**src/rtl/underflow_arbiter_pkg.sv**
```systemverilog
// underflow_arbiter_pkg: shared types and modular subtract helper for the arbitrated down-counter.
package underflow_arbiter_pkg;

  typedef enum logic {IDLE, APPLY} state_t;

  // Works on any width up to 32; returns {borrow, diff} with diff masked to w bits.
  function automatic logic [32:0] sub_borrow(input logic [31:0] a, input logic [31:0] b, input int unsigned w);
    logic [31:0] m;
    m = (w >= 32) ? '1 : ((32'd1 << w) - 32'd1);
    return {b > a, (a - b) & m};
  endfunction

endpackage

```
**src/rtl/rr_arbiter.sv**
```systemverilog
// rr_arbiter: combinational round-robin pick of the first request at or after ptr, wrapping upward.
module rr_arbiter
  import underflow_arbiter_pkg::*;
#(
  parameter int N_REQ = 4,
  localparam int IW = (N_REQ > 1) ? $clog2(N_REQ) : 1
) (
  input  logic [N_REQ-1:0] req,
  input  logic [IW-1:0]    ptr,
  output logic [N_REQ-1:0] gnt,
  output logic [IW-1:0]    idx,
  output logic             any
);
  logic [IW-1:0] j;
  // Scan from the farthest offset down so the nearest set request is written last.
  always_comb begin
    idx = '0;
    j = '0;
    for (int k = N_REQ - 1; k >= 0; k--) begin
      j = IW'((int'(ptr) + k) % N_REQ);
      if (req[j]) idx = j;
    end
  end
  assign any = |req;
  assign gnt = any ? (N_REQ'(1) << idx) : '0;
endmodule

```
**src/rtl/underflow_arbiter.sv**
```systemverilog
// underflow_arbiter: round-robin shared modular down-counter with load priority and borrow reporting.
module underflow_arbiter
  import underflow_arbiter_pkg::*;
#(
  parameter int WIDTH = 3,
  parameter int N_REQ = 4,
  parameter logic [WIDTH-1:0] INIT = {WIDTH{1'b1}}
) (
  input  logic                   clk,
  input  logic                   rst,
  input  logic [N_REQ-1:0]       req,
  input  logic [N_REQ*WIDTH-1:0] step,
  input  logic                   load,
  input  logic [WIDTH-1:0]       load_val,
  output logic [N_REQ-1:0]       gnt,
  output logic                   load_ack,
  output logic [WIDTH-1:0]       count,
  output logic                   borrow,
  output logic                   busy
);
  localparam int IW = (N_REQ > 1) ? $clog2(N_REQ) : 1;
  state_t            state_q, state_d;
  logic [WIDTH-1:0]  count_q, count_d, step_q, step_d;
  logic [IW-1:0]     ptr_q, ptr_d, win_q, win_d;
  logic [N_REQ-1:0]  gnt_q, gnt_d, arb_gnt;
  logic [IW-1:0]     arb_idx;
  logic              arb_any;
  logic [32:0]       sub_r;

  rr_arbiter #(.N_REQ(N_REQ)) u_arb (
    .req(req),
    .ptr(ptr_q),
    .gnt(arb_gnt),
    .idx(arb_idx),
    .any(arb_any)
  );

  assign sub_r = sub_borrow(32'(count_q), 32'(step_q), WIDTH);

  always_comb begin
    state_d = state_q;
    count_d = count_q;
    ptr_d = ptr_q;
    win_d = win_q;
    gnt_d = gnt_q;
    step_d = step_q;
    if (state_q == APPLY) begin
      count_d = WIDTH'(sub_r[31:0]);
      ptr_d = (int'(win_q) == N_REQ - 1) ? '0 : win_q + 1'b1;
      state_d = IDLE;
    end else if (load) begin
      count_d = load_val;
    end else if (arb_any) begin
      win_d = arb_idx;
      gnt_d = arb_gnt;
      step_d = step[arb_idx*WIDTH +: WIDTH];
      state_d = APPLY;
    end
  end

  always_ff @(posedge clk or posedge rst) begin
    if (rst) begin
      state_q <= IDLE;
      count_q <= INIT;
      ptr_q <= '0;
      win_q <= '0;
      gnt_q <= '0;
      step_q <= '0;
    end else begin
      state_q <= state_d;
      count_q <= count_d;
      ptr_q <= ptr_d;
      win_q <= win_d;
      gnt_q <= gnt_d;
      step_q <= step_d;
    end
  end

  // Pulses come straight from the state so they line up with the count update edge.
  assign busy = state_q == APPLY;
  assign gnt = busy ? gnt_q : '0;
  assign borrow = busy & sub_r[32];
  assign load_ack = !busy & load;
  assign count = count_q;
endmodule

```
**config.mk**
```make
export PLATFORM = sky130hd
export DESIGN_NAME = underflow_arbiter
export DESIGN_NICKNAME = d
export VERILOG_FILES = /design/src/rtl/underflow_arbiter_pkg.sv /design/src/rtl/rr_arbiter.sv /design/src/rtl/underflow_arbiter.sv
export SDC_FILE = /design/constraint.sdc
export NUM_CORES = 1
export LEC_CHECK = 0
export CAP_MARGIN = 5
export CELL_PAD_IN_SITES_DETAIL_PLACEMENT = 0
export CELL_PAD_IN_SITES_GLOBAL_PLACEMENT = 1
export CORE_AREA = 2 2 62 64
export DETAILED_ROUTE_END_ITERATION = 16
export DIE_AREA = 0 0 64 66
export GPL_TIMING_DRIVEN = 0
export HOLD_SLACK_MARGIN = 0.12
export PLACE_DENSITY_LB_ADDON = 0.2
export SLEW_MARGIN = 5
export SYNTH_ARGS = -nofsm -noshare
export SYNTH_HDL_FRONTEND = slang
export SYNTH_HIERARCHICAL = 1
export SYNTH_SLANG_ARGS = --single-unit
```
**constraint.sdc**
```tcl
create_clock -name clk -period 2.4 [get_ports clk]
set_input_delay 0.72 -clock clk [delete_from_list [all_inputs] [get_ports clk]]
set_output_delay 0.72 -clock clk [all_outputs]
set_load 0.005 [all_outputs]
```
==> impl_metrics.env, run 1 <==
export IMPL_status="complete, no violations"
export IMPL_hold_depth=1
export IMPL_vdd_drop_max_mv=0.445
export IMPL_core_um2=3550
export IMPL_skew_ns=0.0167
export IMPL_syn_avg_cell_area_um2=10.6
export IMPL_dieHeight_um=66
export IMPL_track_usage_pct=13.0
export IMPL_start_util_pct=28.8
export IMPL_fill_cells=367
export IMPL_timing_rr_end="step_q[0]$_DFFE_PP0P_"
export IMPL_num_antenna_cells=0
export IMPL_drt_iter0_markers=43
export IMPL_clock_path_buffers=2
export IMPL_route_detailed_drc=0
export IMPL_relSlewSlack_pct=61.5
export IMPL_synth_cells=96
export IMPL_holdCritStartpoint="gnt_q[2]$_DFFE_PP0P_"
export IMPL_synth_cell_area_um2=1020
export IMPL_max_cap_violations=0
export IMPL_drive_gt1_share_pct=25.0
export IMPL_cts_buffers=3
export IMPL_r2r_slack_ns=0.35
export IMPL_post_dp_cell_area_um2=1360
export IMPL_drt_pass1_iterations=4
export IMPL_crit_slowest_cell="dfstp_2"
export IMPL_hold_slack_ns=0.502
export IMPL_grt_pass1_wl_mm=4.18
export IMPL_setup_slack_ns=0.107
export IMPL_hold_viol=0
export IMPL_gp_congestion=0.784
export IMPL_crit_arrival_ns=1.57
export IMPL_critPathLaunchType="flip-flop"
export IMPL_yosysWarnings=6
export IMPL_grt_pass1_vias=839
export IMPL_io_pins=32
export IMPL_hold_path_class="reg2reg"
export IMPL_overflow=0
export IMPL_pre_cts_ws_ns=-0.537
export IMPL_grt_max_degree=16
export IMPL_clkLatencyLatePin_ns=0.29
export IMPL_fmax_ghz=0.436
export IMPL_synth_cell_types=32
export IMPL_viasPerCell=4.65
export IMPL_cp_cell_sequence="ha_1 > nor2b_1 > o21ai_1 > and3b_1 > buf_2"
export IMPL_min_period_ns=2.29
export IMPL_port_buffers=28
export IMPL_cts_tree="done"
export IMPL_clkTransAtPathRegs_ns=0.10
export IMPL_syn_to_final_growth_pct=40.1
export IMPL_p_leak_nw=0.630
export IMPL_fin_area_um2=1430
export IMPL_ant_nets=0
export IMPL_setup_viol=0
export IMPL_reg2regPathDepth=6
export IMPL_crit_required_ns=1.68
export IMPL_htreeDepth=1
export IMPL_syn_num_nets=123
export IMPL_ys_seq_area_share_pct=37.1
export IMPL_dr_max_layer_used="met4"
export IMPL_critical_path_top_delay_family="flip-flops"
export IMPL_cp_max_fo=2
export IMPL_dr_wl_met3_um=134
export IMPL_tightest_slew_ns=0.576
export IMPL_hold_end="gnt_q[2]$_DFFE_PP0P_"
export IMPL_antenna_found_initial=0
export IMPL_maxSlewViolCount=0
export IMPL_die_area_um2=4220
export IMPL_crit_buf_inv=1
export IMPL_vias=837
export IMPL_clock_sinks=15
export IMPL_fp_dieW_um=64
export IMPL_ys_ff_latch=15
export IMPL_met2_length_mm=1.24
export IMPL_num_rows=22
export IMPL_critPathKind="reg2out"
export IMPL_drt_met1_wl_mm=1.13
export IMPL_nNetsFinal=160
export IMPL_worst_setup_path_end_kind="output port"
export IMPL_cp_slowest_stage_delay_ns=0.55
export IMPL_power_density_nw_per_um2=862
export IMPL_finalCritPeriodShare_pct=95.5
export IMPL_r2r_start="ptr_q[1]$_DFFE_PP0P_"
export IMPL_root_buffer="clkbuf_4"
export IMPL_rsz0062_at_grt="false"
export IMPL_wl_per_cell_um=14.0
export IMPL_drt_total_wl_mm=2.52
export IMPL_hpwl_mm=1.91
how the worst max path moves through the flow:
stage                          from               endpoint  slack [ns]  cells past startpoint
2_1_floorplan                req[0]  step_q[0]$_DFFE_PP0P_        0.08                      6
3_3_place_gp                 req[3]  step_q[0]$_DFFE_PP0P_       -0.50                      5
3_5_place_dp                 req[3]  step_q[0]$_DFFE_PP0P_       -0.54                      5
4_1_cts                        load               load_ack       0.003                      3
5_1_grt        count[0]$_DFFE_PP1P_                 borrow        0.03                      6
6_report       count[1]$_DFFE_PP1P_                 borrow        0.11                      5
power by group:
group          total, W  internal, W  switching (W)  leakage, nW
Clock          0.000145    0.0000645      0.0000807       0.0150
Sequential     0.000444     0.000371      0.0000738        0.179
Combinational  0.000644     0.000381       0.000263        0.436
cell type report:
cell class / instances / area [um2] / area share, %
sequential: 15 / 380 / 26.6
inverter: 9 / 33.8 / 2.36
multi-input combinational: 66 / 574 / 40.2
clock buffer: 4 / 26.3 / 1.84
buffer: 6 / 52.6 / 3.67
tap: 48 / 60.1 / 4.20
timing repair buffer: 32 / 303 / 21.2
repair_timing:
item / in CTS / in global routing
endpoints found under the setup margin: 9 / 6
setup buffers: 1 / 3
hold buffers: 0 / 0
gates resized for setup: 14 / 2
pin swaps: 1 / 0
layout by cell type (no fill, tap or decap), types with 3 or more instances in the layout:
| cell type | Yosys | final |
|---|---|---|
| clkdlybuf4s50_1 | 0 | 25 |
| dfrtp_1 | 12 | 11 |
| inv_1 | 9 | 9 |
| mux2_2 | 8 | 8 |
| buf_4 | 3 | 7 |
| a21oi_1 | 6 | 6 |
| nor2_1 | 5 | 5 |
| nor2b_1 | 5 | 5 |
| o21ai_0 | 6 | 5 |
| and2_1 | 5 | 5 |
| clkbuf_4 | 0 | 4 |
| nand2_1 | 4 | 4 |
| ha_1 | 4 | 4 |
| o21ai_1 | 2 | 3 |
| dfstp_2 | 3 | 3 |
registers in the layout (all words and copies together), names as in the netlist:
register	count
gnt_q	4
ptr_q	2
win_q	2
step_q	3
count	3
busy	1
per-layer routing:
layer	vias up	global-route usage, %
met5	-	0
met3	2	3.58
li1	411	-
met1	398	16.8
met4	0	2.99
met2	26	21.5
synth_stat cells:
master	n	area (um2)
inv_1	9	33.8
a22o_1	1	8.76
xnor2_1	1	8.76
and2_1	5	31.3
nand2_1	4	15.0
fa_1	1	20.0
nor2_1	5	18.8
a31oi_1	1	6.26
dfrtp_1	12	300
nor3b_2	1	12.5
and3b_1	1	8.76
mux2i_1	2	20.0
a21oi_1	6	30.0
dfstp_2	3	78.8
clkbuf_1	1	3.75
a21boi_1	1	7.51
mux2_2	8	90.1
ha_1	4	50.1
mux4_2	1	22.5
o21ai_1	2	10.0
o22ai_1	1	6.26
buf_4	3	22.5
o2bb2ai_1	1	8.76
mux2_4	1	15.0
o21ai_0	6	30.0
o221a_2	2	22.5
a211oi_1	2	15.0
mux4_1	2	52.6
o2bb2a_1	1	10.0
a21boi_0	1	7.51
buf_6	2	22.5
nor2b_1	5	31.3
cell families after synthesis:
logic type	count (synthesis)	share of synthesized area [%]
AO/OA/AOI/OAI	25	15.9
AND/OR/NAND/NOR	21	11.5
buffers and inverters	15	8.09
flip-flops	15	37.1
multiplexers	14	19.6
adder cells (fa/ha/maj)	5	6.86
XOR/XNOR	1	0.858
stage by stage:
stage	std cells	util (%)	total power, W	setup TNS (ns)
5_1_grt	180	40.3	0.00135	0
6_report	180	40.3	0.00123	0
3_5_place_dp	172	38.3	0.00106	-1.94
3_3_place_gp	172	38.3	0.00104	-1.81
2_1_floorplan	96	-	0.000851	0
4_1_cts	177	39.7	0.00124	0
worst register-to-register path: cells and delay by family (launching register included):
kind            cells  cell delay (ns)
mux                 3             0.99
flops               1             0.40
compound gates      2             0.39
buf+inv             1             0.15
Power figures use the tool's default switching activity.
==> inputs of run 2 (changes only) <==
Clock period 2.4 ns to 1.92 ns, I/O delays scaled along.
==> run 2 against run 1 <==
Against the previous run: the run now ends with setup timing left; wire length up 1.4%; power rose by 34%; non-clock buffer count up 3; final cell count up 1.7%; clock power increased by 31%; sequential power rose by 26%; utilization is 1.7 points higher; final area is 4.1% higher; global-route usage up 0.32 points; sequential share of layout area is 1.1 points lower; setup slack worse by 0.33 ns; first-iteration DRC count decreased by 35%; largest cell class unchanged.
==> impl_metrics.env, run 2 (synthesis results as in run 1) <==
export IMPL_maxSlewViolCount=0
export IMPL_p_int_w=0.00107
export IMPL_timing_rr_end="step_q[0]$_DFFE_PP0P_"
export IMPL_cts_hold_repair_buffers=0
export IMPL_io_pins=32
export IMPL_hold_end="gnt_q[1]$_DFFE_PP0P_"
export IMPL_fmax_ghz=0.467
export IMPL_fp_dieW_um=64
export IMPL_hold_slack_ns=0.507
export IMPL_reg2regPathDepth=6
export IMPL_overflow=0
export IMPL_setup_tns_ns=-0.392
export IMPL_drt_pass1_iterations=4
export IMPL_cp_max_fo=4
export IMPL_root_buffer="clkbuf_4"
export IMPL_nNetsFinal=163
export IMPL_route_detailed_drc=0
export IMPL_relSlewSlack_pct=59.7
export IMPL_grt_max_degree=16
export IMPL_max_cap_violations=0
export IMPL_final_common_cell="clkdlybuf4s50_1"
export IMPL_fin_util_pct=41.9
export IMPL_drt_total_wl_mm=2.55
export IMPL_clkLatencyLatePin_ns=0.28
export IMPL_hpwl_mm=1.85
export IMPL_viasPerCell=4.58
export IMPL_num_rows=22
export IMPL_antenna_found_initial=0
export IMPL_grt_pass1_wl_mm=4.22
export IMPL_vias=839
export IMPL_min_period_ns=2.14
export IMPL_start_util_pct=28.8
export IMPL_dieHeight_um=66
export IMPL_hold_viol=0
export IMPL_skew_ns=0.00370
export IMPL_tightest_slew_ns=0.604
export IMPL_htreeDepth=1
export IMPL_clkTransAtPathRegs_ns=0.10
export IMPL_ant_nets=0
export IMPL_clock_sinks=15
export IMPL_pre_cts_ws_ns=-0.712
export IMPL_setup_slack_ns=-0.222
export IMPL_p_comb_share_pct=54.4
export IMPL_critPathLaunchType="flip-flop"
export IMPL_clock_path_buffers=2
export IMPL_most_common_layout_cells="clkdlybuf4s50_1, dfrtp_1, inv_1, dlygate4sd2_1, mux2_2"
export IMPL_grt_pass1_vias=864
export IMPL_drt_iter0_markers=28
export IMPL_wl_per_cell_um=14.0
export IMPL_drive_gt1_share_pct=32.6
export IMPL_largest_reg_flops=4
export IMPL_vdd_drop_max_mv=0.686
export IMPL_crit_required_ns=1.34
export IMPL_finalCritPeriodShare_pct=112
export IMPL_power_share_clock_pct=11.5
export IMPL_violations="setup timing"
export IMPL_fill_cells=354
export IMPL_status="complete, but fails checks"
export IMPL_p_leak_nw=0.683
export IMPL_power_switching_w=0.000576
export IMPL_syn_to_final_growth_pct=45.8
export IMPL_hold_path_class="reg2reg"
export IMPL_rsz0062_at_grt="true"
export IMPL_crit_arrival_ns=1.57
export IMPL_port_buffers=28
export IMPL_power_density_nw_per_um2=1110
export IMPL_num_antenna_cells=0
export IMPL_swShare_pct=34.9
export IMPL_critPathKind="reg2out"
export IMPL_r2r_slack_ns=-0.14
export IMPL_die_area_um2=4220
export IMPL_holdCritStartpoint="gnt_q[1]$_DFFE_PP0P_"
export IMPL_core_um2=3550
export IMPL_r2r_start="ptr_q[1]$_DFFE_PP0P_"
export IMPL_regMostFlops="gnt_q"
export IMPL_gp_congestion=0.791
export IMPL_hold_depth=1
export IMPL_cts_tree="done"
export IMPL_setup_viol=4
export IMPL_track_usage_pct=13.3
export IMPL_p_seq_share_pct=34.0
export IMPL_cts_buffers=3
export IMPL_worst_setup_path_end_kind="output port"
## run 2: area by class of cell
| type | instances | area (um2) | share of cell area [%] |
|---|---|---|---|
| well taps | 48 | 60.1 | 4.03 |
| inverters | 9 | 33.8 | 2.27 |
| multi-input cells | 66 | 599 | 40.3 |
| plain buffers | 6 | 70.1 | 4.71 |
| repair buffers | 35 | 318 | 21.3 |
| clock buffers | 3 | 22.5 | 1.51 |
| flip-flops and latches | 15 | 380 | 25.5 |
| clock inverters | 1 | 5.00 | 0.336 |
## run 2: timing repair
item / in CTS / in global routing
pin swaps: 2 / 2
endpoints found under the hold margin: 0 / 0
buffers inserted: 6 / 1
setup endpoints to repair: 17 / 5
cloned: 0 / 0
gates resized for setup: 27 / 7
## run 2: power by group through the flow
| stage | logic, W | clock network [W] | registers (W) |
|---|---|---|---|
| global route | 0.000994 | 0.000216 | 0.000583 |
| global placement | 0.000750 | 0 | 0.000565 |
| floorplan | 0.000531 | 0 | 0.000546 |
| CTS | 0.000845 | 0.000200 | 0.000560 |
| detailed placement | 0.000768 | 0 | 0.000571 |
| finish | 0.000897 | 0.000190 | 0.000561 |
## run 2: layer usage
| layer | track usage (%) | wire (um) | up-vias |
|---|---|---|---|
| li1 | - | - | 421 |
| met1 | 16.1 | 1100 | 396 |
| met2 | 23.8 | 1340 | 20 |
| met3 | 2.39 | 103 | 2 |
| met4 | 4.08 | 17 | 0 |
| met5 | 0 | 0 | - |
## run 2: worst max-delay path, stage by stage, from the launching register on
cell and delay [ns]:
dfstp_2 0.58, ha_4 0.20, nor2b_4 0.12, o21ai_1 0.11, and3b_1 0.17, buf_2 0.10
## run 2: how the worst max path moves through the flow
| stage | from | endpoint | cells after the start |
|---|---|---|---|
| floorplan | req[2] | step_q[0]$_DFFE_PP0P_ | 6 |
| global placement | req[3] | step_q[0]$_DFFE_PP0P_ | 5 |
| detailed placement | req[3] | step_q[0]$_DFFE_PP0P_ | 5 |
| CTS | count[1]$_DFFE_PP1P_ | borrow | 5 |
| global route | count[1]$_DFFE_PP1P_ | borrow | 5 |
| finish | count[1]$_DFFE_PP1P_ | borrow | 5 |
## run 2: through the flow
| step | area (um2) | instances | total power, W |
|---|---|---|---|
| after floorplan | 1040 | 96 | 0.00108 |
| after global placement | 1380 | 172 | 0.00132 |
| after detailed placement | 1380 | 172 | 0.00134 |
| after CTS | 1460 | 182 | 0.00160 |
| after global routing | 1490 | 183 | 0.00179 |
| final | 1490 | 183 | 0.00165 |
==> inputs of run 3 (changes only) <==
Settings changed: CAP_MARGIN 5 to 25, CORE_AREA 2 2 62 64 to 2 2 86 47, DIE_AREA 0 0 64 66 to 0 0 88 49.
==> run 3 against run 2 <==
Against the previous run: the flow still finishes with violations (setup timing); clock power is 32% higher; power grew 10%; sequential share of layout area shrank 0.75 points; largest power group unchanged; via count increased by 1.9%; largest cell class unchanged; first-iteration DRC count is 7.1% lower; die area up 2.1%.
==> impl_metrics.env, run 3 (synthesis results as in run 1) <==
export IMPL_cts_buffers=3
export IMPL_vdd_drop_max_mv=0.521
export IMPL_io_pins=32
export IMPL_die_area_um2=4310
export IMPL_most_common_layout_cells="clkdlybuf4s50_1, dfrtp_1, inv_1"
export IMPL_power_share_clock_pct=13.8
export IMPL_num_antenna_cells=0
export IMPL_cts_tree="done"
export IMPL_relSlewSlack_pct=59.8
export IMPL_route_detailed_drc=0
export IMPL_tightest_slew_ns=0.602
export IMPL_final_common_cell="clkdlybuf4s50_1"
export IMPL_setup_tns_ns=-0.303
export IMPL_dp_cells=178
export IMPL_min_period_ns=2.07
export IMPL_r2r_slack_ns=-0.10
export IMPL_hpwl_mm=2.03
export IMPL_power_density_nw_per_um2=1180
export IMPL_p_seq_share_pct=31.2
export IMPL_syn_to_final_growth_pct=50.2
export IMPL_status="complete, but fails checks"
export IMPL_track_usage_pct=13.9
export IMPL_setup_viol=3
export IMPL_wl_per_cell_um=14.4
export IMPL_grt_pass1_wl_mm=4.37
export IMPL_num_rows=16
export IMPL_hold_path_class="reg2reg"
export IMPL_finalCritPeriodShare_pct=108
export IMPL_port_buffers=28
export IMPL_swShare_pct=33.5
export IMPL_nNetsFinal=164
export IMPL_drt_total_wl_mm=2.74
export IMPL_hold_end="gnt_q[2]$_DFFE_PP0P_"
export IMPL_p_int_w=0.00121
export IMPL_skew_ns=0.00425
export IMPL_overflow=0
export IMPL_grt_max_degree=16
export IMPL_root_buffer="clkbuf_8"
export IMPL_core_um2=3620
export IMPL_holdCritStartpoint="gnt_q[2]$_DFFE_PP0P_"
export IMPL_critPathLaunchType="flip-flop"
export IMPL_antenna_found_initial=0
export IMPL_clkLatencyLatePin_ns=0.24
export IMPL_power_switching_w=0.000608
export IMPL_stdcell_count=190
export IMPL_cts_hold_repair_buffers=0
export IMPL_dieHeight_um=49
export IMPL_cp_max_fo=2
export IMPL_grt_pass1_vias=837
export IMPL_start_util_pct=28.2
export IMPL_ant_nets=0
export IMPL_clkTransAtPathRegs_ns=0.06
export IMPL_clock_sinks=15
export IMPL_drt_pass1_iterations=4
export IMPL_reg2regPathDepth=6
export IMPL_largest_reg_flops=4
export IMPL_vias=855
export IMPL_viasPerCell=4.50
export IMPL_crit_required_ns=1.34
export IMPL_drt_iter0_markers=26
export IMPL_startpoint="count[1]$_DFFE_PP1P_"
export IMPL_rsz0062_at_grt="true"
export IMPL_critPathKind="reg2out"
export IMPL_r2r_start="ptr_q[1]$_DFFE_PP0P_"
export IMPL_drive_gt1_share_pct=33.1
export IMPL_hold_viol=0
export IMPL_clock_path_buffers=2
export IMPL_p_comb_share_pct=54.9
export IMPL_hold_depth=1
export IMPL_maxSlewViolCount=0
export IMPL_fmax_ghz=0.482
export IMPL_worst_setup_path_end_kind="output port"
export IMPL_p_leak_nw=0.679
export IMPL_timing_rr_end="step_q[0]$_DFFE_PP0P_"
export IMPL_max_cap_violations=0
export IMPL_gp_congestion=0.702
export IMPL_htreeDepth=1
export IMPL_fp_dieW_um=88
export IMPL_crit_arrival_ns=1.50
export IMPL_setup_slack_ns=-0.153
export IMPL_violations="setup timing"
export IMPL_regMostFlops="gnt_q"
[run 3: changes by cell type in the layout (fill, tap and decap cells not counted), moves of 2 or more]
cell / change
clkdlybuf4s50_1: +3
dlygate4sd2_1: -2
clkbuf_4: -3
clkbuf_8: +3
[run 3: cell type report]
type	count	area [um2]
Buffer	6	70.1
Tap cell	54	67.6
Sequential cell	15	380
Fill cell	355	2090
Timing Repair Buffer	36	334
Clock buffer	4	45.0
Inverter	9	33.8
Multi-Input combinational cell	66	603
[run 3: worst max-delay path: stages (launching register included)]
cell and delay, ns:
dfstp_2 0.56, ha_4 0.20, nor2b_4 0.12, o21ai_1 0.10
and3b_1 0.16, buf_2 0.11
[run 3: metrics by stage]
step | instance area [um2] | power (W) | utilization [%] | worst slack (ns) | hold WS, ns
after global routing | 1530 | 0.00196 | 42.3 | -0.234 | 0.530
after CTS | 1520 | 0.00180 | 42.0 | -0.164 | 0.506
after global placement | 1390 | 0.00135 | 38.4 | -0.702 | 0.486
after detailed placement | 1390 | 0.00136 | 38.4 | -0.727 | 0.492
after floorplan | 1040 | 0.00108 | - | -0.133 | 0.473
final | 1530 | 0.00181 | 42.3 | -0.153 | 0.502
[run 3: worst max path at each step]
stage,depth (start not counted),endpoint,slack (ns)
floorplan,6,step_q[0]$_DFFE_PP0P_,-0.13
global placement,5,step_q[0]$_DFFE_PP0P_,-0.70
detailed placement,5,step_q[0]$_DFFE_PP0P_,-0.73
CTS,5,borrow,-0.16
global route,5,borrow,-0.23
finish,5,borrow,-0.15
[run 3: routing by layer]
layer	vias to the layer above	global-route usage [%]	routed length [um]
met3	2	4.91	154
met5	-	0	0
met1	411	20.5	1450
met4	0	2.31	13
met2	23	19.6	1120
li1	419	-	-
[run 3: power by group through the flow]
stage / registers (W) / clock network, W / logic (W)
floorplan: 0.000546 / 0 / 0.000531
global route: 0.000583 / 0.000288 / 0.00109
detailed placement: 0.000576 / 0 / 0.000786
global placement: 0.000567 / 0 / 0.000784
finish: 0.000566 / 0.000251 / 0.000996
CTS: 0.000566 / 0.000264 / 0.000967
[run 3: what timing repair did]
item / in CTS / in global routing
pin swaps: 3 / 2
gates resized for setup: 29 / 2
setup endpoints to repair: 13 / 4
buffers inserted: 7 / 1
